**config.mk**
```make
export PLATFORM = sky130hd
export DESIGN_NAME = soc_tick_capture_wb
export DESIGN_NICKNAME = d
export VERILOG_FILES = /design/src/rtl/soc_tick_capture_wb.sv
export SDC_FILE = /design/constraint.sdc
export NUM_CORES = 1
export LEC_CHECK = 0
export ABC_AREA = 0
export BUFFER_PORTS_ARGS = -buffer_cell sky130_fd_sc_hd__buf_2
export CORE_MARGIN = 10
export CORE_UTILIZATION = 54
export CTS_BUF_LIST = sky130_fd_sc_hd__clkbuf_16
export CTS_CLUSTER_SIZE = 40
export DETAILED_ROUTE_END_ITERATION = 10
export PLACE_DENSITY_LB_ADDON = 0.15
export SETUP_SLACK_MARGIN = 0.5
export SLEW_MARGIN = 20
export SYNTH_ARGS = -nofsm -noshare
export SYNTH_HDL_FRONTEND = slang
export SYNTH_SLANG_ARGS = --single-unit
```
**constraint.sdc**
```tcl
create_clock -name clk -period 1.91 [get_ports clk]
set_clock_uncertainty 0.2 [all_clocks]
set_input_delay 0.0955 -clock clk [delete_from_list [all_inputs] [get_ports clk]]
set_output_delay 0.0955 -clock clk [all_outputs]
set_load 0.03 [all_outputs]
```
**src/rtl/soc_tick_capture_wb.sv**
```systemverilog
// -----------------------------------------------------------------------------
// soc_tick_capture_wb
//
// Wishbone peripheral that counts E1 monitor tick strobes per source, runs a
// free-running 32-bit system-time counter and, on every USB start-of-frame,
// snapshots all counters so firmware can correlate E1 line rate with USB frame
// timing.
//
// Ports:
//   clk           system clock (clk_sys domain)
//   rst_n         synchronous active-low reset
//   wb_addr       word address (4 bits)
//   wb_rdata      registered read data, non-zero only while wb_ack is high
//   wb_wdata      write data
//   wb_we         write enable
//   wb_cyc        cycle/strobe
//   wb_ack        registered acknowledge, one wait state per access
//   tick_e1       per-source tick strobes, bit 4*k+j = unit k, source j
//   tick_usb_sof  USB start-of-frame strobe (already in clk domain)
//   irq           mirrors CSR.valid
//
// Register map (read):
//   0      CSR {ovr, valid}, write-1-to-clear, SOF wins over a same-cycle clear
//   1      live time counter (writable)
//   2      time counter snapshot
//   3      {16'h0, SOF counter}
//   8+2k   {snap_e[k][1], snap_e[k][0]}
//   9+2k   {snap_e[k][3], snap_e[k][2]}
//   others and units k >= E1_N read 0
// -----------------------------------------------------------------------------
module soc_tick_capture_wb #(
    parameter int E1_N = 1
) (
    input  logic                clk,
    input  logic                rst_n,
    input  logic [3:0]          wb_addr,
    output logic [31:0]         wb_rdata,
    input  logic [31:0]         wb_wdata,
    input  logic                wb_we,
    input  logic                wb_cyc,
    output logic                wb_ack,
    input  logic [4*E1_N-1:0]   tick_e1,
    input  logic                tick_usb_sof,
    output logic                irq
);

    localparam int NSRC = 4 * E1_N;

    logic        ack_r;
    logic [31:0] rdata_r;
    logic [31:0] tcnt_r;
    logic [31:0] snap_t_r;
    logic [15:0] scnt_r;
    logic        valid_r;
    logic        ovr_r;

    logic        rd_take_s;
    logic        wr_beat_s;
    logic        wr_csr_s;
    logic        wr_tcnt_s;
    logic        clr_valid_s;
    logic        clr_ovr_s;
    logic [31:0] rd_mux_s;

    // Snapshot slots for the maximum of four units; slots beyond E1_N are tied
    // to zero so the read mux needs no range check.
    logic [15:0] snap_pad_s [16];

    // Read data is captured on the first cycle of an access; writes act in the
    // ack cycle, when the master is still holding the beat.
    assign rd_take_s   = wb_cyc & ~ack_r;
    assign wr_beat_s   = ack_r & wb_cyc & wb_we;
    assign wr_csr_s    = wr_beat_s & (wb_addr == 4'd0);
    assign wr_tcnt_s   = wr_beat_s & (wb_addr == 4'd1);
    assign clr_valid_s = wr_csr_s & wb_wdata[0];
    assign clr_ovr_s   = wr_csr_s & wb_wdata[1];

    assign wb_ack   = ack_r;
    assign wb_rdata = rdata_r;
    assign irq      = valid_r;

    for (genvar i = 0; i < 16; i++) begin : g_slot
        if (i < NSRC) begin : g_src
            logic [15:0] ecnt_r;
            logic [15:0] snap_r;
            logic [15:0] ecnt_nxt_s;

            // The snapshot takes the post-update count so a coincident tick counts.
            assign ecnt_nxt_s = ecnt_r + {15'd0, tick_e1[i]};

            // Per-source tick counter and its SOF snapshot.
            always_ff @(posedge clk) begin
                if (!rst_n) begin
                    ecnt_r <= 16'd0;
                    snap_r <= 16'd0;
                end else begin
                    ecnt_r <= ecnt_nxt_s;
                    if (tick_usb_sof) begin
                        snap_r <= ecnt_nxt_s;
                    end else begin
                        snap_r <= snap_r;
                    end
                end
            end

            assign snap_pad_s[i] = snap_r;
        end else begin : g_unused
            assign snap_pad_s[i] = 16'd0;
        end
    end

    // Read-data mux over the register map.
    always_comb begin
        rd_mux_s = 32'd0;
        if (wb_addr[3]) begin
            // addr 8+2k+h selects sources 4k+2h (low half) and 4k+2h+1 (high half)
            rd_mux_s = {snap_pad_s[{wb_addr[2:0], 1'b1}], snap_pad_s[{wb_addr[2:0], 1'b0}]};
        end else begin
            case (wb_addr[2:0])
                3'd0:    rd_mux_s = {30'd0, ovr_r, valid_r};
                3'd1:    rd_mux_s = tcnt_r;
                3'd2:    rd_mux_s = snap_t_r;
                3'd3:    rd_mux_s = {16'd0, scnt_r};
                default: rd_mux_s = 32'd0;
            endcase
        end
    end

    // Wishbone acknowledge and read-data registers.
    always_ff @(posedge clk) begin
        if (!rst_n) begin
            ack_r   <= 1'b0;
            rdata_r <= 32'd0;
        end else begin
            ack_r <= wb_cyc & ~ack_r;
            if (rd_take_s) begin
                rdata_r <= rd_mux_s;
            end else begin
                rdata_r <= 32'd0;
            end
        end
    end

    // Free-running time counter with firmware load.
    always_ff @(posedge clk) begin
        if (!rst_n) begin
            tcnt_r <= 32'd0;
        end else if (wr_tcnt_s) begin
            tcnt_r <= wb_wdata;
        end else begin
            tcnt_r <= tcnt_r + 32'd1;
        end
    end

    // SOF counter and time snapshot.
    always_ff @(posedge clk) begin
        if (!rst_n) begin
            scnt_r   <= 16'd0;
            snap_t_r <= 32'd0;
        end else if (tick_usb_sof) begin
            scnt_r   <= scnt_r + 16'd1;
            snap_t_r <= tcnt_r;
        end else begin
            scnt_r   <= scnt_r;
            snap_t_r <= snap_t_r;
        end
    end

    // CSR valid/ovr flags; a SOF overrides a same-cycle clear.
    always_ff @(posedge clk) begin
        if (!rst_n) begin
            valid_r <= 1'b0;
            ovr_r   <= 1'b0;
        end else begin
            if (tick_usb_sof) begin
                valid_r <= 1'b1;
            end else if (clr_valid_s) begin
                valid_r <= 1'b0;
            end else begin
                valid_r <= valid_r;
            end

            if (tick_usb_sof && valid_r) begin
                ovr_r <= 1'b1;
            end else if (clr_ovr_s) begin
                ovr_r <= 1'b0;
            end else begin
                ovr_r <= ovr_r;
            end
        end
    end

endmodule

```
==> results of run 1 <==
[synthesized netlist by cell type, types with 2 or more instances]
| cell | n |
|---|---|
| dfxtp_1 | 243 |
| nor2_1 | 206 |
| mux2i_1 | 78 |
| xor2_1 | 59 |
| clkbuf_1 | 58 |
| a21oi_1 | 47 |
| o21ai_0 | 46 |
| nand2_1 | 42 |
| xnor2_1 | 42 |
| a211oi_1 | 38 |
| a22oi_1 | 31 |
| o22a_1 | 30 |
| nand3_1 | 29 |
| nand4_1 | 21 |
| and2_1 | 15 |
| and4_1 | 13 |
| mux2_2 | 12 |
| and3_1 | 11 |
| buf_1 | 11 |
| nor3_1 | 11 |
| ha_1 | 10 |
| inv_1 | 7 |
| buf_2 | 3 |
| nor3_2 | 3 |
| nor4_1 | 3 |
| nor4_4 | 3 |
| buf_4 | 2 |
| mux4_2 | 2 |
| nand4_4 | 2 |
| nor2b_1 | 2 |
| nor4_2 | 2 |
| or2_1 | 2 |
| or4_4 | 2 |
[registers in the layout, indices dropped and copies added, names as in the netlist]
name / cells
g_slot.g_src.ecnt_r: 64
g_slot.g_src.snap_r: 64
snap_t_r: 32
tcnt_r: 32
wb_rdata: 32
scnt_r: 16
irq: 1
ovr_r: 1
wb_ack: 1
[where the power goes]
| part | internal, mW | total, mW | switching [mW] |
|---|---|---|---|
| logic | 0.383 | 0.867 | 0.484 |
| registers | 5.17 | 5.25 | 0.0845 |
| clock network | 3.07 | 5.14 | 2.07 |
[worst paths after layout]
kind | startpoint | to | slack [ps] | cells past startpoint
worst max-delay path | tcnt_r[9]$_SDFF_PN0_ | tcnt_r[29]$_SDFF_PN0_ | 2 | 5
worst min-delay path | tick_e1[0] | g_slot[0].g_src.ecnt_r[0]$_SDFF_PN0_ | -270 | 3
worst max register to register | tcnt_r[9]$_SDFF_PN0_ | tcnt_r[29]$_SDFF_PN0_ | 2 | 5
worst min register to register | g_slot[0].g_src.snap_r[11]$_SDFFE_PN0P_ | g_slot[0].g_src.snap_r[11]$_SDFFE_PN0P_ | 280 | 2
[worst max-delay path, cell delays in order (launching register included)]
cell	delay (ps)
dfxtp_2	390
nand4_1	160
or4_4	620
nor3_4	220
xnor2_1	130
a21oi_1	80
[stage by stage]
stage	setup slack [ps]	hold slack, ps	total power, mW	util
2_1_floorplan	108	38.2	5.77	-
3_3_place_gp	88.5	161	6.00	0.618
3_5_place_dp	40.7	167	6.01	0.618
4_1_cts	77.9	-287	11.2	0.736
5_1_grt	-79.3	-267	11.6	0.804
6_report	1.94	-274	11.3	0.804
[final cells by class]
cell class	count	area (um^2)	area share
timing repair buffer	269	2300	0.154
tap	234	293	0.0195
inverter	8	37.5	0.00250
antenna	1	2.50	0.000167
multi-input combinational	767	6540	0.436
clock buffer	27	676	0.0451
clock inverter	19	180	0.0120
sequential	243	4960	0.331
[logic make-up after synthesis]
logic type | share of synthesized area
multiplexers | 0.0941
AND/OR/NAND/NOR | 0.176
XOR/XNOR | 0.0866
flip-flops | 0.476
buffers and inverters | 0.0312
AO/OA/AOI/OAI | 0.123
adder cells (fa/ha/maj) | 0.0123
[cells in the final DEF, fill, tap and decap left out, drive strengths merged, types with 4 or more instances in the layout]
| master | synthesis | routed |
|---|---|---|
| ha | 10 | 10 |
| xnor2 | 42 | 42 |
| bufinv | 0 | 4 |
| a22oi | 31 | 31 |
| mux2 | 12 | 12 |
| a211oi | 39 | 39 |
| dlygate4sd3 | 0 | 44 |
| o22a | 30 | 30 |
| nor2 | 207 | 207 |
| mux2i | 78 | 78 |
| nand4 | 23 | 23 |
| nand2 | 42 | 42 |
| clkinv | 0 | 10 |
| and2 | 15 | 15 |
| and3 | 11 | 11 |
| nor4 | 8 | 8 |
| o21ai | 46 | 46 |
| nor3 | 14 | 14 |
| dfxtp | 243 | 243 |
| xor2 | 59 | 59 |
| nand3 | 30 | 30 |
| a21oi | 47 | 47 |
| inv | 8 | 13 |
| and4 | 13 | 13 |
| buf | 16 | 222 |
| clkbuf | 58 | 28 |
[per-layer routing]
layer  part of all wire  routed length [um]
met1               0.41               13300
met2               0.50               16500
met3              0.061                1990
met4              0.031                1020
met5                  0                   0
[timing repair]
action                                 in CTS  in global routing
pin swaps                                  94                114
hold buffers                               41                  6
setup endpoints to repair                 148                192
endpoints found under the hold margin     105                 26
buffers inserted                           38                 45
resized for setup                         153                186
==> impl_results.md, run 1 <==
- Num CTS Buffers: 26
- DRT iter0 DRCs: 647
- Status: complete, but fails checks
- Slew headroom: 0.431
- Largest area contributor in the netlist: dfxtp_1
- Final Hold Viols: 41
- Critical Path AT: 2130 ps
- Fmax: 524 MHz
- Fillers: 1027
- Post-synthesis sequential area ratio: 0.476
- Placed inst area: 0.0115 mm^2
- Tmin final: 1910 ps
- GR peak layer: met2
- Post-route non-filler standard cell count: 1568
- H-tree depth: 1
- First-pass GRT wire length: 44.5 mm
- Die area: 0.0248 mm^2
- Pin count of the biggest net entering global routing: 64
- Met2 Resource Use GR: 0.371
- Worst skew pair latency: 530 ps
- NumNets Final: 1370
- VDD IR max: 0.000700 V
- Syn. warnings: 0
- Core area: 0.0186 mm^2
- DR WL/cell: 20.9 um
- Top cells by area, synth: dfxtp_1 (48%), mux2i_1 (7.6%), nor2_1 (7.6%), xor2_1 (5.1%), xnor2_1 (3.6%)
- Setup TNS: 0 ps
- Synth Flop Type: dfxtp_1
- Slew @ Worst Pin: 850 ps
- CP Launch Type: flip-flop
- Yosys cell types: 39
- # DRC: 0
- Met3 Use GR: 0.0352
- CTS sink cnt: 243
- Bufs on Longest Clock Path: 3
- Row count: 50
- Max Cap Violations: 0
- Mapped Cells: 1092
- LEAKAGE: 6.05 nW
- Final Cell Area: 0.0150 mm^2
- Area Growth Syn to Fin: 46.8%
- Final setup violation count: 0
- CTS tree: built
- Initial Util: 0.548
- Initial antenna violation count: 0
- WHS: -274 ps
- Routability congestion estimate: 0.833
- Final Cycle Share: 0.999
- Chip Width: 158 um
- Fin. max-slew vios: 0
- Vias in the first global route: 8688
- Net Count, Synth: 1147
- RSZ-0062 raised after global routing: yes
- Type of destination of the critical path: flip-flop
- Post-synth EDFFs: 0
- CTS root buf: clkbuf_16
- Grt total ovfl: 0
- GR Util met1: 0.282
- Remaining antenna violation count: 0
- Ratio of cells with drive above 1 in the final layout: 0.407
- Mapped Area: 0.0102 mm^2
- DP Wirelength: 16.8 mm
- Ports: 79
- Final WL: 32.8 mm
- Crit path kind: flip-flop to flip-flop
- DR vias/cell: 5.85
- Vias: 9172
- Drt pass-1 iters: 5
- Worst Path Max Fanout: 3
- Clk slew on worst S/H paths: 70 ps
- Syn_area_per_cell: 9.35 um^2
- Post-Place Cells: 1392
- Asr flop ratio synth: 0
- Synthesis-stage register bit count: 243
- Req. time, crit path: 2130 ps
- Synth top area share: 0.476
- Die Y: 158 um
- PortBufs: 78
- Gr usage total: 0.218
- Hold Crit Class: input pin to flip-flop
- Pwr dens: 751 mW/mm^2
- Failing checks: negative hold slack
Power figures use the tool's default switching activity.
==> run 2: changes to the inputs <==
--- a/config.mk
+++ b/config.mk
@@ -8,7 +8,7 @@
 export ABC_AREA = 0
 export BUFFER_PORTS_ARGS = -buffer_cell sky130_fd_sc_hd__buf_2
 export CORE_MARGIN = 10
-export CORE_UTILIZATION = 54
+export CORE_UTILIZATION = 40
 export CTS_BUF_LIST = sky130_fd_sc_hd__clkbuf_16
 export CTS_CLUSTER_SIZE = 40
 export DETAILED_ROUTE_END_ITERATION = 10
==> run 2 against run 1 <==
  * The flow still finishes with violations (negative hold slack)
  * Sequential share of layout area up 0.19 points
  * Worst hold slack improved by 10 ps
  * Cell area decreased by 0.48%
  * Critical path depth rose by 2
  * Flip-flop and latch count stayed put
  * Non-clock buffer count is 19 lower
  * Total power shrank 1.2%
  * Sequential power barely moved
  * Clock power is 2% lower
  * Worst setup slack improved by 95 ps
  * Global-route usage is 5.6 points lower
  * Critical endpoint is now tcnt_r[21]$_SDFF_PN0_
==> impl_results.md, run 2 (same netlist as run 1, synthesis figures left out) <==
- Status: complete, but fails checks
- Failing checks: negative hold slack
- Largest regs: g_slot.g_src.ecnt_r: 64 flops, g_slot.g_src.snap_r: 64 flops
- Ratio of cells with drive above 1 in the final layout: 0.410
- Max Cap Violations: 0
- Slew @ Worst Pin: 747 ps
- Die area: 0.0323 mm^2
- Row count: 58
- NumNets Final: 1351
- Antenna cells: 0
- Req. time, crit path: 2160 ps
- # DRC: 0
- Initial antenna violation count: 0
- Most frequent cells in the layout: dfxtp_1 (191), nor2_1 (183), mux2i_1 (78)
- Pin count of the biggest net entering global routing: 117
- CTS tree: built
- Final Cell Area: 0.0149 mm^2
- Clk slew on worst S/H paths: 60 ps
- Critical path's top delay family: simple AND/OR/NAND/NOR gates
- PortBufs: 78
- Grt total ovfl: 0
- Tmin final: 1810 ps
- Pwr dens: 745 mW/mm^2
- Num CTS Buffers: 26
- Top cell by count, worst path: buf_4
- CP peak stage delay: 360 ps
- Die Y: 180 um
- Critical Path AT: 2060 ps
- DR vias/cell: 5.23
- WHS: -264 ps
- Fin. max-slew vios: 0
- Hold-fix buffers, CTS: 41
- CP Cell Sequence: nand3_4 > buf_4 > nor4_4 > buf_4 > nand4_1 > xor2_1 > a211oi_1
- VDD IR max: 0.000598 V
- LEAKAGE: 5.89 nW
- Min-delay src: tick_e1[1]
- DR WL/cell: 18.0 um
- Type of destination of the critical path: flip-flop
- WHS Path Cells: 3
- Vias in the first global route: 8230
- RSZ-0062 raised after global routing: yes
- CTS sink cnt: 243
- Most common cell after layout, fill and taps aside: dfxtp_1
- DP Wirelength: 17.6 mm
- Slew headroom: 0.502
- CP Launch Type: flip-flop
- Final WL: 29.5 mm
- Final setup violation count: 0
- Remaining antenna violation count: 0
- DRT iter0 DRCs: 512
- Chip Width: 180 um
- R2R depth: 7
- H-tree depth: 1
- Final Hold Viols: 19
- Setup TNS: 0 ps
- Ports: 79
- First-pass GRT wire length: 44.3 mm
- Placed inst area: 0.0116 mm^2
- Critical path origin: tcnt_r[12]$_SDFF_PN0_
- Routability congestion estimate: 0.806
- Crit path kind: flip-flop to flip-flop
- Vias: 8609
- Final Cycle Share: 0.949
- Bufs on Longest Clock Path: 3
- CTS root buf: clkbuf_16
- Area Growth Syn to Fin: 46.1%
- Worst R2R Start: tcnt_r[12]$_SDFF_PN0_
- Drt pass-1 iters: 5
- Worst Path Max Fanout: 4
- Hold Crit Class: input pin to flip-flop
- CP max-delay cell: dfxtp_2
- Fmax: 552 MHz
- Buf+Inv Stages, Crit Path: 2
- Levels on crit path: 7
- Core area: 0.0252 mm^2
- Gr usage total: 0.162
- Worst skew pair latency: 530 ps
- Initial Util: 0.405
-- run 2: changes by cell type in the layout (fill, tap and decap cells not counted), sizes merged, moves of 2 or more --
cell / previous run / this run
buf: 222 / 205
clkbuf: 28 / 30
clkinvlp: 0 / 2
dlygate4sd3: 44 / 38
-- run 2: cell type report --
| class | instances | area, um^2 |
|---|---|---|
| well taps | 330 | 413 |
| inverters | 8 | 35.0 |
| flip-flops and latches | 243 | 4970 |
| clock inverters | 21 | 174 |
| repair buffers | 250 | 2180 |
| clock buffers | 27 | 676 |
| fillers | 2076 | 10300 |
| multi-input cells | 767 | 6470 |
-- run 2: repair_timing --
action,CTS,global route
buffers inserted,34,33
setup endpoints to repair,151,191
gates resized for setup,168,166
pin swaps,108,85
cloned,2,3
endpoints found under the hold margin,91,19
-- run 2: worst paths after layout --
path,to,slack (ps)
setup / recovery,tcnt_r[21]$_SDFF_PN0_,100
hold / removal,g_slot[1].g_src.ecnt_r[0]$_SDFF_PN0_,-260
setup reg to reg,tcnt_r[21]$_SDFF_PN0_,100
hold reg to reg,g_slot[0].g_src.snap_r[12]$_SDFFE_PN0P_,290
-- run 2: through the flow --
step	total power, mW	std cells	utilization	setup WS (ps)
6_report	11.1	1646	0.592	97.2
3_3_place_gp	6.01	1485	0.460	90.4
4_1_cts	11.2	1610	0.552	109
2_1_floorplan	5.77	1092	-	108
3_5_place_dp	6.01	1485	0.460	55.9
5_1_grt	11.5	1646	0.592	13.7
-- run 2: power breakdown --
part / switching [mW] / internal [mW]
registers: 0.0797 / 5.17
clock network: 2.08 / 2.96
logic: 0.458 / 0.379
total: 2.62 / 8.50
-- run 2: layer usage --
metal / GRT usage / up-vias / wire length (um)
li1: - / 4192 / -
met1: 0.224 / 4227 / 14000
met2: 0.256 / 151 / 13800
met3: 0.0263 / 39 / 1200
met4: 0.0437 / 0 / 539
met5: 0 / - / 0
-- run 2: tightest hold or removal path, cell delays in order --
cell and delay, ps:
buf_2 110, ha_4 130, and2_1 100
